--- config.mk ---
export PLATFORM = sky130hd
export DESIGN_NAME = sipo_frame_rx
export DESIGN_NICKNAME = d
export VERILOG_FILES = /design/src/rtl/sipo_frame_pkg.sv /design/src/rtl/rx_hold_stage.sv /design/src/rtl/sipo_frame_rx.sv
export SDC_FILE = /design/constraint.sdc
export NUM_CORES = 1
export LEC_CHECK = 0
export ABC_AREA = 1
export CAP_MARGIN = 20
export CORE_ASPECT_RATIO = 0.8
export CORE_MARGIN = 2
export CORE_UTILIZATION = 42
export DETAILED_ROUTE_END_ITERATION = 10
export HOLD_SLACK_MARGIN = 0.05
export PLACE_DENSITY = 0.67
export SLEW_MARGIN = 5
export SYNTH_ARGS = -nofsm -noshare
export SYNTH_HDL_FRONTEND = slang
export SYNTH_SLANG_ARGS = --single-unit
--- constraint.sdc ---
create_clock -name clk -period 5.01 [get_ports clk]
set_input_delay 1.002 -clock clk [delete_from_list [all_inputs] [get_ports clk]]
set_output_delay 1.002 -clock clk [all_outputs]
set_load 0.01 [all_outputs]
--- src/rtl/sipo_frame_pkg.sv ---
// Shared types and line-level constants for the self-timed framed serial receiver.
package sipo_frame_pkg;

  typedef enum logic {IDLE, SHIFT} rx_state_t;

  localparam logic START_BIT  = 1'b1;
  localparam logic IDLE_LEVEL = 1'b0;

endpackage

--- src/rtl/rx_hold_stage.sv ---
// One-entry valid/ready holding register; a word arriving while full and not draining is dropped.
module rx_hold_stage
  import sipo_frame_pkg::*;
#(
  parameter int N = 32
) (
  input  logic         clk,
  input  logic         reset,
  input  logic         in_valid,
  input  logic [N-1:0] in_data,
  output logic         drop,
  output logic         out_valid,
  output logic [N-1:0] out_data,
  input  logic         out_ready
);

  logic         valid_q, valid_d;
  logic [N-1:0] data_q, data_d;
  logic         xfer;
  logic         capture;

  always_comb begin
    xfer    = valid_q && out_ready;
    capture = in_valid && (!valid_q || xfer);
    drop    = in_valid && valid_q && !xfer;
    valid_d = valid_q;
    data_d  = data_q;
    // data_q is left alone on a plain drain so the last word stays visible
    if (capture) begin
      valid_d = 1'b1;
      data_d  = in_data;
    end else if (xfer) begin
      valid_d = 1'b0;
    end
  end

  always_ff @(posedge clk or posedge reset) begin
    if (reset) begin
      valid_q <= 1'b0;
      data_q  <= '0;
    end else begin
      valid_q <= valid_d;
      data_q  <= data_d;
    end
  end

  assign out_valid = valid_q;
  assign out_data  = data_q;

endmodule

--- src/rtl/sipo_frame_rx.sv ---
// Framed serial receiver: start bit, then N data bits MSB first, word delivered through a
// one-entry holding register on the edge that samples the last data bit.
module sipo_frame_rx
  import sipo_frame_pkg::*;
#(
  parameter int N = 32
) (
  input  logic         clk,
  input  logic         reset,
  input  logic         serial_in,
  output logic [N-1:0] data_out,
  output logic         data_valid,
  input  logic         data_ready,
  output logic         busy,
  output logic         overrun,
  input  logic         overrun_clr
);

  localparam int CW = $clog2(N);

  rx_state_t    state_q, state_d;
  logic [CW-1:0] cnt_q, cnt_d;
  logic [N-2:0] shift_q, shift_d;
  logic         ovr_q, ovr_d;
  logic [N-1:0] word;
  logic         word_vld;
  logic         drop;

  always_comb begin
    state_d  = state_q;
    cnt_d    = cnt_q;
    shift_d  = shift_q;
    word     = {shift_q, serial_in};
    word_vld = 1'b0;
    case (state_q)
      IDLE: begin
        if (serial_in == START_BIT) begin
          state_d = SHIFT;
          cnt_d   = '0;
        end
      end
      SHIFT: begin
        shift_d = word[N-2:0];
        cnt_d   = cnt_q + CW'(1);
        // A 1 seen here is always data; the next start bit is only looked for from IDLE
        if (cnt_q == CW'(N - 1)) begin
          word_vld = 1'b1;
          state_d  = IDLE;
          cnt_d    = '0;
        end
      end
      default: state_d = IDLE;
    endcase

    ovr_d = ovr_q;
    if (drop) begin
      ovr_d = 1'b1;
    end else if (overrun_clr) begin
      ovr_d = 1'b0;
    end
  end

  always_ff @(posedge clk or posedge reset) begin
    if (reset) begin
      state_q <= IDLE;
      cnt_q   <= '0;
      shift_q <= '0;
      ovr_q   <= 1'b0;
    end else begin
      state_q <= state_d;
      cnt_q   <= cnt_d;
      shift_q <= shift_d;
      ovr_q   <= ovr_d;
    end
  end

  rx_hold_stage #(.N(N)) u_hold (
    .clk       (clk),
    .reset     (reset),
    .in_valid  (word_vld),
    .in_data   (word),
    .drop      (drop),
    .out_valid (data_valid),
    .out_data  (data_out),
    .out_ready (data_ready)
  );

  assign busy    = (state_q == SHIFT);
  assign overrun = ovr_q;

endmodule

==> flow_summary.json <==
{
  "status": "finished, final reports clean",
  "leakage_uw": 0.00169,
  "place_congestion": 0.694,
  "antenna_found_initial": 0,
  "finalCritPeriodShare_pct": 53.0,
  "root_buffer": "clkbuf_8",
  "cts_tree": "built",
  "port_buffers": 39,
  "synth_warnings": 0,
  "ioPinCount": 40,
  "finalSetupTns_ns": 0,
  "hold_viol": 0,
  "slew_headroom_pct": 37.8,
  "clk_latency_ns": 0.35,
  "avgSynthCellArea_um2": 10.6,
  "hpwl_um": 2840,
  "drv_cap": 0,
  "hold_end": "u_hold.out_data[23]$_DFFE_PP0P_",
  "syn-instance-count": 274,
  "postCtsResizedCells": 0,
  "wl_um": 4520,
  "ys_top_cells_by_area": "dfrtp_1 (61%), o21ai_2 (9.4%), nand2_1 (6.6%)",
  "grt_pass1_wl_um": 8060,
  "grt_start_max_net_pins": 69,
  "h-tree-depth": 3,
  "synth-seq-cells": 71,
  "die_x_um": 96.8,
  "antenna_left": 0,
  "synth_top_cell_area_share_pct": 61.4,
  "path_cells": "clkdlybuf4s50_1",
  "synth.distinct_cells": 20,
  "synth_nets": 281,
  "final_area_mm2": 0.00353,
  "die-area_mm2": 0.00758,
  "post-synth-top-area-cell": "dfrtp_1",
  "crit_family": "flip-flops",
  "hp-class": "reg -> reg",
  "core_mm2": 0.00679,
  "overflow": 0,
  "setup_violations": 0,
  "hold_slack_ns": 0.484,
  "r2r_slack_ns": 2.82,
  "path_buf_inv": 1,
  "fp-row-count": 27,
  "nets": 320,
  "endpoint_kind": "output port",
  "rsz0062_at_grt": "no",
  "finClkSkew_ns": 0.00624,
  "path_class": "reg -> out",
  "hold_depth": 2,
  "path_max_fanout": 28,
  "required_ns": 4.01,
  "reg2reg_from": "cnt_q[0]$_DFFE_PP0P_",
  "layout_common_cells": "dfrtp_1 (70), nand2_1 (51), clkdlybuf4s50_1 (39)",
  "path_clk_slew_ns": 0.07,
  "wire_per_inst_um": 11.2,
  "rr_worst_depth": 9,
  "dr.pass1.iters": 4,
  "area_growth_pct": 21.9,
  "post-cts-setup-buffers": 0,
  "grt_usage_pct": 13.5,
  "routed-via-count": 1804,
  "die_h_um": 78.3,
  "worst_slew_pin_slew_ns": 0.933,
  "fin_crit_ns": 2.66,
  "start_util_pct": 42.6,
  "worst_path_largest_cell_delay_ns": 0.68,
  "cts_max_path_buffers": 2,
  "max-vdd-ir-drop_mv": 0.269,
  "mostFrequentLayoutCell": "dfrtp_1",
  "slowest_stage": "dfrtp_2",
  "maxSlewViolCount": 0,
  "netlist_area_mm2": 0.00290,
  "via_per_inst": 4.45,
  "first_global_vias": 1758,
  "cts.sinks": 71,
  "antennaDiodeCount": 0,
  "seq_area_frac_synth_pct": 61.4,
  "fmax_mhz": 376,
  "drt_iter0_drc": 78,
  "drc": 0,
  "power.density_mw_per_mm2": 631,
  "post_dp_cell_area_mm2": 0.00330,
  "arrival_ns": 1.65,
  "cts_buffers": 9,
  "worst_r2r_endpoint": "u_hold.out_data[6]$_DFFE_PP0P_",
  "cp_num_cells": 1,
  "cp-start-kind": "flip-flop",
  "cts_hold_buf": 0,
  "hp-start": "u_hold.out_data[23]$_DFFE_PP0P_",
  "final_layout_size_suffix_gt1_share_pct": 24.2
}
power by group:
group	switching (uW)	internal [uW]
clock	207	256
sequential	162	821
combinational	391	388
layer usage:
layer	GRT usage [%]	vias to the layer above	share of wire, %
met5	0	-	0
met4	5.07	0	1.6
met3	6.77	8	6.1
met2	19.9	37	42
met1	17.1	820	50
li1	-	939	-
worst max path at each step:
stage	end	startpoint	slack [ns]
after floorplan	busy$_DFF_PP0_	reset	2.21
after global placement	busy	busy$_DFF_PP0_	2.26
after detailed placement	busy	busy$_DFF_PP0_	2.24
after CTS	busy	busy$_DFF_PP0_	1.85
after global routing	busy	busy$_DFF_PP0_	2.27
final	busy	busy$_DFF_PP0_	2.35
sequential cells by signal (all words and copies together) (netlist names):
| name | cells |
|---|---|
| u_hold.out_valid | 1 |
| overrun | 1 |
| cnt_q | 5 |
| shift_q | 31 |
| busy | 1 |
| u_hold.out_data | 32 |
logic make-up after synthesis:
group                    synth area share [%]
buffers and inverters                    8.47
XOR/XNOR                                0.303
AO/OA/AOI/OAI                            15.9
AND/OR/NAND/NOR                          13.1
adder cells (fa/ha/maj)                 0.864
flip-flops                               61.4
layout make-up:
| type | instances | area [um2] |
|---|---|---|
| well taps | 87 | 109 |
| repair buffers | 41 | 418 |
| inverters | 38 | 143 |
| flip-flops and latches | 71 | 1780 |
| fillers | 620 | 3260 |
| multi-input cells | 152 | 873 |
| clock buffers | 11 | 151 |
| clock inverters | 5 | 56.3 |
stage by stage:
step,std cells,total power (uW),setup WS (ns),utilization (%)
after global placement,388,1750,2.26,48.6
after floorplan,274,1480,2.21,-
after detailed placement,388,1780,2.24,48.6
after CTS,404,2260,1.85,51.7
final,405,2230,2.35,52.0
after global routing,405,2410,2.27,52.0
Yosys cell counts, drive strengths merged:
cell / instances
xnor2: 1
o22ai: 1
nand4: 1
nand3: 3
dfrtp: 71
o21ai: 64
ha: 2
a22o: 2
inv: 38
buf: 13
nand2: 74
nor2: 4
No activity file was read; power rests on OpenSTA's default activity.
